<file path="src/rtl/imm_decode_unit.sv">
`default_nettype none
// ============================================================================
// Module      : imm_decode_unit
// Description : RISC-V immediate decoder behind a 2-entry skid buffer.
//               Decodes the immediate, format code and legality of an
//               instruction word at input transfer and presents the result
//               one cycle later, with full-throughput valid/ready handshakes.
// Revision    : 1.0 - initial release
// ============================================================================
module imm_decode_unit #(
  parameter int XLEN    = 32,
  parameter int SHAMT_W = (XLEN == 64) ? 6 : 5
) (
  input  logic            clk_i,
  input  logic            rst_i,
  input  logic            flush_i,
  input  logic            in_valid_i,
  output logic            in_ready_o,
  input  logic [31:0]     data_i,
  output logic            out_valid_o,
  input  logic            out_ready_i,
  output logic [XLEN-1:0] data_o,
  output logic [2:0]      fmt_o,
  output logic            illegal_o
);

  // Format codes presented on fmt_o
  localparam logic [2:0] FMT_R   = 3'd0;
  localparam logic [2:0] FMT_I   = 3'd1;
  localparam logic [2:0] FMT_S   = 3'd2;
  localparam logic [2:0] FMT_B   = 3'd3;
  localparam logic [2:0] FMT_U   = 3'd4;
  localparam logic [2:0] FMT_J   = 3'd5;
  localparam logic [2:0] FMT_ILL = 3'd7;

  // Major opcodes recognised by the decoder
  localparam logic [6:0] OP_LOAD   = 7'b0000011;
  localparam logic [6:0] OP_IMM    = 7'b0010011;
  localparam logic [6:0] OP_JALR   = 7'b1100111;
  localparam logic [6:0] OP_STORE  = 7'b0100011;
  localparam logic [6:0] OP_BRANCH = 7'b1100011;
  localparam logic [6:0] OP_LUI    = 7'b0110111;
  localparam logic [6:0] OP_AUIPC  = 7'b0010111;
  localparam logic [6:0] OP_JAL    = 7'b1101111;
  localparam logic [6:0] OP_REG    = 7'b0110011;
  localparam logic [6:0] OP_IMM32  = 7'b0011011;

  // Word-sized shift instructions always carry a 5-bit shamt
  localparam int SHAMT_W32 = 5;

  // --------------------------------------------------------------------------
  // Combinational decode of the incoming word
  // --------------------------------------------------------------------------
  logic [6:0]      opcode;
  logic [2:0]      funct3;
  logic            is_shift;
  logic [31:0]     imm32;
  logic [XLEN-1:0] dec_imm;
  logic [2:0]      dec_fmt;
  logic            dec_ill;

  assign opcode   = data_i[6:0];
  assign funct3   = data_i[14:12];
  assign is_shift = (funct3 == 3'b001) || (funct3 == 3'b101);

  // Build a 32-bit sign-correct immediate; widening to XLEN happens below
  always_comb begin
    imm32   = 32'd0;
    dec_fmt = FMT_ILL;
    dec_ill = 1'b1;
    unique case (opcode)
      OP_LOAD, OP_JALR: begin
        imm32   = {{20{data_i[31]}}, data_i[31:20]};
        dec_fmt = FMT_I;
        dec_ill = 1'b0;
      end
      OP_IMM: begin
        // Shift-immediates carry a zero-extended shamt, not a signed value
        if (is_shift) begin
          imm32 = 32'(data_i[20 +: SHAMT_W]);
        end else begin
          imm32 = {{20{data_i[31]}}, data_i[31:20]};
        end
        dec_fmt = FMT_I;
        dec_ill = 1'b0;
      end
      OP_IMM32: begin
        // Word-immediate ops only exist on the 64-bit machine
        if (XLEN == 64) begin
          if (is_shift) begin
            imm32 = 32'(data_i[20 +: SHAMT_W32]);
          end else begin
            imm32 = {{20{data_i[31]}}, data_i[31:20]};
          end
          dec_fmt = FMT_I;
          dec_ill = 1'b0;
        end
      end
      OP_STORE: begin
        imm32   = {{20{data_i[31]}}, data_i[31:25], data_i[11:7]};
        dec_fmt = FMT_S;
        dec_ill = 1'b0;
      end
      OP_BRANCH: begin
        imm32   = {{19{data_i[31]}}, data_i[31], data_i[7],
                   data_i[30:25], data_i[11:8], 1'b0};
        dec_fmt = FMT_B;
        dec_ill = 1'b0;
      end
      OP_LUI, OP_AUIPC: begin
        imm32   = {data_i[31:12], 12'd0};
        dec_fmt = FMT_U;
        dec_ill = 1'b0;
      end
      OP_JAL: begin
        imm32   = {{11{data_i[31]}}, data_i[31], data_i[19:12],
                   data_i[20], data_i[30:21], 1'b0};
        dec_fmt = FMT_J;
        dec_ill = 1'b0;
      end
      OP_REG: begin
        imm32   = 32'd0;
        dec_fmt = FMT_R;
        dec_ill = 1'b0;
      end
      default: begin
        imm32   = 32'd0;
        dec_fmt = FMT_ILL;
        dec_ill = 1'b1;
      end
    endcase
  end

  // Every 32-bit immediate already holds its sign in bit 31, so widening
  // only needs to replicate that bit.
  generate
    if (XLEN > 32) begin : g_widen
      assign dec_imm = {{(XLEN-32){imm32[31]}}, imm32};
    end else begin : g_native
      assign dec_imm = imm32;
    end
  endgenerate

  // --------------------------------------------------------------------------
  // Skid buffer: output register plus one skid entry
  // --------------------------------------------------------------------------
  logic            out_valid_q, out_valid_n;
  logic [XLEN-1:0] out_data_q,  out_data_n;
  logic [2:0]      out_fmt_q,   out_fmt_n;
  logic            out_ill_q,   out_ill_n;
  logic            skid_valid_q, skid_valid_n;
  logic [XLEN-1:0] skid_data_q,  skid_data_n;
  logic [2:0]      skid_fmt_q,   skid_fmt_n;
  logic            skid_ill_q,   skid_ill_n;
  logic            in_ready_q;
  logic            in_xfer;
  logic            out_free;

  assign in_xfer  = in_valid_i && in_ready_q;
  // The output register can take a new entry if it is empty or draining now
  assign out_free = !out_valid_q || out_ready_i;

  // Next-state steering: skid drains first to preserve order, otherwise the
  // new word goes to the output register, or to the skid when output stalls
  always_comb begin
    out_valid_n  = out_valid_q;
    out_data_n   = out_data_q;
    out_fmt_n    = out_fmt_q;
    out_ill_n    = out_ill_q;
    skid_valid_n = skid_valid_q;
    skid_data_n  = skid_data_q;
    skid_fmt_n   = skid_fmt_q;
    skid_ill_n   = skid_ill_q;

    if (out_free) begin
      if (skid_valid_q) begin
        // in_ready is low while the skid is full, so no new word arrives here
        out_valid_n  = 1'b1;
        out_data_n   = skid_data_q;
        out_fmt_n    = skid_fmt_q;
        out_ill_n    = skid_ill_q;
        skid_valid_n = 1'b0;
      end else if (in_xfer) begin
        out_valid_n = 1'b1;
        out_data_n  = dec_imm;
        out_fmt_n   = dec_fmt;
        out_ill_n   = dec_ill;
      end else begin
        out_valid_n = 1'b0;
      end
    end else if (in_xfer) begin
      skid_valid_n = 1'b1;
      skid_data_n  = dec_imm;
      skid_fmt_n   = dec_fmt;
      skid_ill_n   = dec_ill;
    end
  end

  // State register; reset and flush both empty the buffer, reset wins
  always_ff @(posedge clk_i) begin
    if (rst_i || flush_i) begin
      out_valid_q  <= 1'b0;
      out_data_q   <= '0;
      out_fmt_q    <= FMT_R;
      out_ill_q    <= 1'b0;
      skid_valid_q <= 1'b0;
      skid_data_q  <= '0;
      skid_fmt_q   <= FMT_R;
      skid_ill_q   <= 1'b0;
      in_ready_q   <= 1'b1;
    end else begin
      out_valid_q  <= out_valid_n;
      out_data_q   <= out_data_n;
      out_fmt_q    <= out_fmt_n;
      out_ill_q    <= out_ill_n;
      skid_valid_q <= skid_valid_n;
      skid_data_q  <= skid_data_n;
      skid_fmt_q   <= skid_fmt_n;
      skid_ill_q   <= skid_ill_n;
      // Registered ready: accept whenever the skid will be free next cycle
      in_ready_q   <= !skid_valid_n;
    end
  end

  assign in_ready_o  = in_ready_q;
  assign out_valid_o = out_valid_q;
  assign data_o      = out_data_q;
  assign fmt_o       = out_fmt_q;
  assign illegal_o   = out_ill_q;

endmodule
`default_nettype wire

</file>
<file path="config.mk">
export PLATFORM = sky130hd
export DESIGN_NAME = imm_decode_unit
export DESIGN_NICKNAME = d
export VERILOG_FILES = /design/src/rtl/imm_decode_unit.sv
export SDC_FILE = /design/constraint.sdc
export NUM_CORES = 1
export LEC_CHECK = 0
export ABC_AREA = 1
export CELL_PAD_IN_SITES_DETAIL_PLACEMENT = 0
export CELL_PAD_IN_SITES_GLOBAL_PLACEMENT = 1
export CORE_AREA = 2 2 103 105
export CTS_BUF_LIST = sky130_fd_sc_hd__clkbuf_8 sky130_fd_sc_hd__clkbuf_16
export DETAILED_ROUTE_END_ITERATION = 8
export DIE_AREA = 0 0 105 107
export GPL_TIMING_DRIVEN = 0
export PLACE_DENSITY_LB_ADDON = 0.1
export SYNTH_ARGS = -nofsm -noshare
export SYNTH_HDL_FRONTEND = slang
export SYNTH_SLANG_ARGS = --single-unit
</file>
<file path="constraint.sdc">
create_clock -name clk_i -period 4.85 [get_ports clk_i]
set_clock_uncertainty 0.2 [all_clocks]
set_input_delay 1.455 -clock clk_i [delete_from_list [all_inputs] [get_ports clk_i]]
set_output_delay 1.455 -clock clk_i [all_outputs]
set_load 0.05 [all_outputs]
</file>
Word level (Yosys, flattened, before mapping)
Index checks and enable logic that the tools add are counted.
{ "totals": {"out_inout_bits": 38, "wordCells": 48, "reg_bits": 75} }
{ "op_classes": {"reduce_logical": 13, "mux": 14, "n_bitwise": 1, "eq_ne": 11} }
{ "ops": {"columns": ["cell", "n"], "rows": [
  ["32-bit case mux with 6 select lines", 1],
  ["32-bit 2-to-1 mux", 3],
  ["7-bit by 6-bit == test with 1-bit output, second input constant", 3],
  ["7-bit == test, second input constant", 3],
  ["3-bit case mux with 6 select lines", 1],
  ["7-bit by 5-bit == test with 1-bit output, second input constant", 2],
  ["9-bit OR reduction", 1],
  ["7-bit by 2-bit == test with 1-bit output, second input constant", 1],
  ["1-bit 2-to-1 mux", 7],
  ["3-bit 2-to-1 mux", 2],
  ["2-bit AND reduction", 2],
  ["2-bit OR reduction", 2],
  ["3-bit by 1-bit == test with 1-bit output, second input constant", 1],
  ["3-bit == test, second input constant", 1],
  ["1-bit logical OR", 3],
  ["3-bit OR reduction", 1],
  ["1-bit zero test", 2],
  ["2-bit nonzero test", 1],
  ["1-bit logical AND", 1],
  ["1-bit inverter", 1]
]} }

Depth between registers and ports, before layout
Gate-level depths: netlist of the first run.
{ "depth": {"ltp_word": 6, "depth_mapped": 11} }

Worst setup path after synthesis of the first run
OpenSTA, ideal clock, no wires.
{ "synth_timing": {"kind": "in2reg", "startpoint": "input data_i[1]", "endpoint": "register skid_fmt_q[0]", "arrival_ns": 2.332, "setup_slack_ns": 2.203, "setup_time_ns": 0.116, "t_required_ns": 4.534, "stages": 10, "n_path_buf": 1, "cell_sequence": "nand2_2 > nor2_2 > buf_4 > nand2_1 > inv_1 > nor2_1 > nand2_1 > nand2_1 > o21ai_0 > inv_1"} }
{ "synth_via": {"elab_chain_len": 3} }
{ "synth_rtl": {"columns": ["element", "line", "rtl"], "rows": [
  ["start, declared", "19", "input logic [31:0] data_i,"],
  ["7-bit by 5-bit == test with 1-bit output (tied with other cells)", "71", "unique case (opcode)"],
  ["3-bit OR reduction (no line) / 2-bit OR reduction (equally long branches)", null, null],
  ["3-bit case mux with 6 select lines *", "71", null],
  ["end signal, assigned", "218", "skid_fmt_q <= skid_fmt_n;"],
  ["end, declared", "153", "logic [2:0] skid_fmt_q, skid_fmt_n;"]
]} }
Mark *: on every way between the ends. The rest lies on a longest branch, timed or not.
A chain may end at the register's enable or synchronous reset.

Worst setup path after layout of the first run
{ "layout_timing": {"startpoint": "input flush_i", "endpoint": "register skid_data_q[29]"} }
{ "layout_via": {"elab_chain_len": 1} }
{ "layout_rtl": {"columns": ["element", "line", "rtl"], "rows": [
  ["start, declared", "16", "input logic flush_i,"],
  ["1-bit logical OR", "201", "if (rst_i || flush_i) begin"],
  ["end signal, assigned", "217", "skid_data_q <= skid_data_n;"],
  ["end, declared", "152", "logic [XLEN-1:0] skid_data_q, skid_data_n;"]
]} }
Every way passes these cells.

==> reports/metrics.cfg, run 1 <==
[outcome]
status=completed

[placed_design]
dpl.hpwl_um=9260
place_congestion=0.862
io_buffer_count=74
dp.cells=777

[min_path]
min-delay-path-class=flop to flop

[timing]
max_freq_mhz=304
rsz0062_at_grt=false
report.final.slew_viol_count=0
setup_tns_ns=0
slew-limit-headroom_pct=60.8
min_period_ns=3.28
hold_violations=0
fin_crit_sh_pct=67.7
setup_viol=0
tightest_slew_ns=0.588

[synthesis]
synthTopCellsByArea=dfxtp_1 38%, a21oi_1 13%, nand3_1 11%
muxShareOfSynthArea_pct=0
synthXorXnorAreaFrac_pct=0
yosysTopAreaCellShare_pct=38.1
ys_warn_count=0
synth-simple-area-share_pct=26.4
synthAdderAreaFrac_pct=0
syn-num-nets=604
synthCells=567
synth_top_family_by_area=compound AO/OA/AOI/OAI gates
synth_compound_area_share_pct=27.0
seq_area_frac_synth_pct=38.1
syn-cell-area_um2=3940
ys_types=24
ys_seq_elements=75
syn_avg_cell_area_um2=6.95
synth_top_area_cell=dfxtp_1

[floorplan]
die_area_um2=11200
die_y_um=107
initial_utilization_pct=39.0
io_pins=75
die_width_um=105
rows=37
core_area_um2=10100

[routing]
drcViolationCount=0
antenna_left=0
vias=4199
wl_per_cell_um=16.1
first_pass_iters=5
wl_um=12800
drt-initial-drc-count=183
routed_via_density=5.30

[global_route]
grt_max_degree=13
grt_pass1_vias=3969
grt_overflow=0
grt_first_pass_wirelength_um=20800
grtUsageTotal_pct=23.3
antenna_found_initial=0

[finish]
drive_gt1_share_pct=8.38
final_net_count=689
utilization_pct=50.2
multi_input_area_um2=2100
finalNonFillerCells=792
syn_to_final_growth_pct=28.6
seq_area_um2=1500
nFillCells=1073
antennaDiodeCount=0

[worst_setup_path]
cp-start-kind=input port
cp.arrival_ns=3.37
crit_required_ns=4.94
critPathKind=input port to flop
end_kind=flop
path_max_fanout=10

[clock_tree]
postCtsHoldBufs=0
htree_levels=3
cts_sinks=75
cts_resized=0
cts_buffers=9
cts_tree=done
cts-root-buf=clkbuf_8
cts.clk_slew.worst_paths_ns=0.08
cts_setup_buffers=0
cts_buffer_depth=2
clkLatencyLatePin_ns=0.36

[pwr]
powerDensity_nw_per_um2=275
peakVddDrop_mv=0.147
p_leak_nw=2.01

[flow_run]
drv_cap=0

-- area by class of cell --
cell class	instances	area share [%]
multi-input cells	424	41.6
flip-flops and latches	75	29.6
clock buffers	10	2.72
inverters	23	1.70
plain buffers	45	4.87
repair buffers	74	14.6
clock inverters	5	1.53
well taps	136	3.36
-- synth_stat cells, drive strengths merged --
master,number
o21bai,26
nand3b,5
a21oi,100
nor3,1
nor2,59
nand2,63
buf,22
clkbuf,23
inv,21
nand4,7
clkinv,2
o21ai,73
nand3,90
dfxtp,75
-- worst max-delay path: stages --
cell and delay (ns):
clkdlybuf4s50_1 0.39, nor2_1 0.41, clkbuf_1 0.41, clkbuf_1 0.40, o21ai_0 0.16, a21oi_1 0.13
-- power by group --
group          switching, mW  total (mW)  internal (mW)
clock network          0.245       0.544          0.299
registers            0.00697       0.637          0.630
logic                  0.136       0.212         0.0755
-- kinds of logic (layout without fill, tap and decap cells) --
| kind of cell | count (synthesis) | in the layout |
|---|---|---|
| AND/OR/NAND/NOR | 225 | 225 |
| AO/OA/AOI/OAI | 199 | 199 |
| flip-flops | 75 | 75 |
| buffers and inverters | 68 | 157 |
-- flip-flops by register name (all words and copies together) (netlist names) --
name,flops
skid_fmt_q,3
skid_data_q,32
in_ready_o,1
illegal_o,1
out_valid_o,1
skid_ill_q,1
fmt_o,3
skid_valid_q,1
data_o,32
-- routing by layer --
layer  track usage (%)  vias to the layer above  wire (um)
li1                  -                     2134          -
met1              31.2                     1915       5960
met2              38.1                      131       5880
met3              4.26                       19        728
met4              7.05                        0        225
met5                 0                        -          0
-- cell usage in the layout (no fill, tap or decap), types with 2 or more instances in the layout --
cell             count
a21oi_1             99
nand3_1             87
dfxtp_1             75
clkdlybuf4s50_1     74
o21ai_0             71
nand2_1             60
nor2_1              52
o21bai_1            26
clkbuf_1            23
inv_1               16
buf_4               13
clkbuf_8            10
nand4_1              7
nor2_2               6
inv_2                5
buf_2                5
nand3b_1             5
nand2_2              3
nand3_2              3
buf_6                3
clkinv_1             2
o21ai_1              2
clkinv_2             2
bufinv_16            2
-- stage by stage --
stage | instance area (um^2) | worst slack, ns | hold slack, ns | power (mW)
5_1_grt | 5060 | 1.35 | 0.359 | 1.45
4_1_cts | 5060 | 1.57 | 0.333 | 1.40
3_3_place_gp | 4850 | 1.20 | 0.308 | 0.862
6_report | 5060 | 1.57 | 0.326 | 1.39
3_5_place_dp | 4850 | 1.21 | 0.318 | 0.863
2_1_floorplan | 3940 | 2.20 | 0.294 | 0.769
-- path summary, 6_finish.rpt --
| kind | from | slack, ns | endpoint | cells after the start |
|---|---|---|---|---|
| max | flush_i | 1.57 | skid_data_q[29] | 6 |
| min | skid_data_q[19] | 0.33 | data_o[19] | 2 |
| max reg2reg | skid_valid_q | 2.78 | data_o[10] | 8 |
| min reg2reg | skid_data_q[19] | 0.33 | data_o[19] | 2 |
Note: power is estimated with default switching activity, not from simulation.
==> run 2, diff against run 1 <==
--- a/config.mk
+++ b/config.mk
@@ -8,10 +8,10 @@
 export ABC_AREA = 1
 export CELL_PAD_IN_SITES_DETAIL_PLACEMENT = 0
 export CELL_PAD_IN_SITES_GLOBAL_PLACEMENT = 1
-export CORE_AREA = 2 2 103 105
+export CORE_AREA = 2 2 107 109
 export CTS_BUF_LIST = sky130_fd_sc_hd__clkbuf_8 sky130_fd_sc_hd__clkbuf_16
 export DETAILED_ROUTE_END_ITERATION = 8
-export DIE_AREA = 0 0 105 107
+export DIE_AREA = 0 0 109 111
 export GPL_TIMING_DRIVEN = 0
 export PLACE_DENSITY_LB_ADDON = 0.1
 export SYNTH_ARGS = -nofsm -noshare
==> constraint.sdc (replaced) <==
create_clock -name clk_i -period 3.4 [get_ports clk_i]
set_clock_uncertainty 0.2 [all_clocks]
set_input_delay 1.02 -clock clk_i [delete_from_list [all_inputs] [get_ports clk_i]]
set_output_delay 1.02 -clock clk_i [all_outputs]
set_load 0.05 [all_outputs]
==> run 2 against run 1 <==
Sequential power increased by 43%. Cell area increased by 2.3%. First-iteration DRC count increased by 13%. Critical path depth unchanged. Largest power group is now the clock network.
==> reports/metrics.cfg, run 2 (synthesis gave the netlist of run 1 again) <==
[outcome]
status=completed

[timing]
min_period_ns=2.85
slew-limit-headroom_pct=63.0  ; +2.2 points
fin_hold_ws_ns=0.331  ; +0.00552 ns
rsz0062_at_grt=false
setup_tns_ns=0  ; unchanged
report.final.slew_viol_count=0  ; unchanged
max_freq_mhz=351
hold_violations=0  ; unchanged
setup_viol=0  ; unchanged
fin_crit_sh_pct=83.7
tightest_slew_ns=0.552  ; -0.0352 ns

[pwr]
peakVddDrop_mv=0.235  ; +60%
p_leak_nw=2.05  ; +2.4%
p_sw_share_pct=26.7  ; -1.2 points
power.share.sequential_pct=40.3  ; -5.4 points
p_comb_share_pct=13.5  ; -1.7 points
internal_power_mw=1.66  ; +65%
pwr-share-clk_pct=46.2  ; +7.1 points
powerDensity_nw_per_um2=436  ; +58%
p_sw_mw=0.602  ; +55%

[floorplan]
rows=39  ; +5.4%
io_pins=75  ; unchanged
core_area_um2=11100  ; +9.8%
die_y_um=111  ; +3.7%
initial_utilization_pct=35.6  ; -3.5 points
die_area_um2=12100  ; +7.7%
die_width_um=109  ; +3.8%

[worst_setup_path]
r2r-start=skid_valid_q
reg2reg_slack_ns=1.18  ; -1.60 ns
critPathMaxStageDelay_ns=0.45  ; +0.04 ns
crit_chain=clkdlybuf4s50_1 -> nor2_1 -> clkbuf_1 -> clkbuf_1 -> o21ai_0 -> a21oi_1
end_kind=flop
critPathKind=input port to flop
slowest_stage=nor2_1
cp.arrival_ns=2.92  ; -0.45 ns
worst_path_most_repeated_cell=clkbuf_1
reg2reg_depth=8  ; unchanged
path_max_fanout=10  ; unchanged
crit_end=skid_data_q[24]
critPathLaunch=flush_i
r2r-end=data_o[4]
cp-start-kind=input port
crit_required_ns=3.47  ; -1.47 ns

[clock_tree]
cts_tree=done
cts_sinks=75  ; unchanged
htree_levels=3  ; unchanged
postCtsHoldBufs=0  ; unchanged
cts-root-buf=clkbuf_16
cts_resized=0  ; unchanged
cts_setup_buffers=0  ; unchanged
cts_buffer_depth=2  ; unchanged
cts.clk_slew.worst_paths_ns=0.06  ; -0.02 ns
clkLatencyLatePin_ns=0.34  ; -0.02 ns
cts_buffers=9  ; unchanged

[routing]
wl_per_cell_um=16.2  ; +0.45%
vias=4179  ; -0.48%
drcViolationCount=0  ; unchanged
first_pass_iters=4  ; -1
routed_via_density=5.22  ; -1.5%
wl_um=13000  ; +1.5%
antenna_left=0  ; unchanged
drt-initial-drc-count=206  ; +13%

[global_route]
grt_first_pass_wirelength_um=21000  ; +0.89%
grt_max_degree=15  ; +2
grt_pass1_vias=4044  ; +1.9%
grtUsageTotal_pct=22.2  ; -1.0 points
antenna_found_initial=0  ; unchanged
grt_overflow=0  ; unchanged

[min_path]
min-delay-path-class=flop to flop

[finish]
final_net_count=689  ; unchanged
fin_area_um2=5180  ; +2.3%
final_cell_mix=99 x a21oi_1, 87 x nand3_1, 75 x dfxtp_1
final_common_cell=a21oi_1
syn_to_final_growth_pct=31.6
finalNonFillerCells=800  ; +1.0%
antennaDiodeCount=0  ; unchanged
drive_gt1_share_pct=8.52  ; +0.14 points

[placed_design]
place_area_um2=4860  ; +0.18%
dpl.hpwl_um=9340  ; +0.90%
io_buffer_count=74  ; unchanged
dp.cells=784  ; +0.90%
place_congestion=0.835  ; -3.2%

[flow_run]
drv_cap=0  ; unchanged

[run 2: changes by cell type in the layout (fill, tap and decap cells not counted)]
cell       before  now
clkbuf_16       0    9
clkbuf_8       10    0
clkinv_2        2    1
clkinv_4        0    1
inv_6           0    2
[run 2: worst min path at each step]
stage	from	end	slack, ns	depth (start not counted)
2_1_floorplan	skid_data_q[1]	skid_data_q[1]	0.29	2
3_3_place_gp	skid_data_q[3]	skid_data_q[3]	0.31	2
3_5_place_dp	data_o[31]	data_o[31]	0.32	2
4_1_cts	skid_data_q[6]	data_o[6]	0.33	2
5_1_grt	data_o[31]	data_o[31]	0.35	2
6_report	skid_data_q[5]	data_o[5]	0.33	2
[run 2: layout make-up]
cell class                 count  area, um^2
fill                        1140        5890
multi-input combinational    424        2100
sequential                    75        1500
timing repair buffer          74         741
buffer                        45         246
clock buffer                   9         225
tap                          143         179
clock inverter                 7        98.8
inverter                      23        86.3
[run 2: power groups by stage]
stage	registers [mW]	clock network (mW)	logic [mW]
after floorplan	0.988	0	0.110
after global placement	0.929	0	0.303
after detailed placement	0.929	0	0.303
after CTS	0.910	1.06	0.305
after global routing	0.912	1.09	0.331
final	0.910	1.04	0.304
[run 2: routing by layer]
metal	wire [um]	share of wire [%]	GRT usage (%)	vias to the layer above
li1	-	-	-	2132
met1	6350	49	31.5	1923
met2	5790	45	34.3	108
met3	608	4.7	3.23	16
met4	228	1.8	7.61	0
met5	0	0	0	-
[run 2: metrics by stage]
| step | util, % | setup WS [ns] | power (mW) |
|---|---|---|---|
| after floorplan | - | 1.19 | 1.10 |
| after global placement | 43.9 | 0.182 | 1.23 |
| after detailed placement | 43.9 | 0.150 | 1.23 |
| after CTS | 46.8 | 0.519 | 2.27 |
| after global routing | 46.8 | 0.363 | 2.34 |
| final | 46.8 | 0.555 | 2.26 |
[run 2: critical path, delay by kind of cell]
kind	cells	cell delay [ns]
compound gates	2	0.29
buf+inv	3	1.16
simple gates	1	0.45
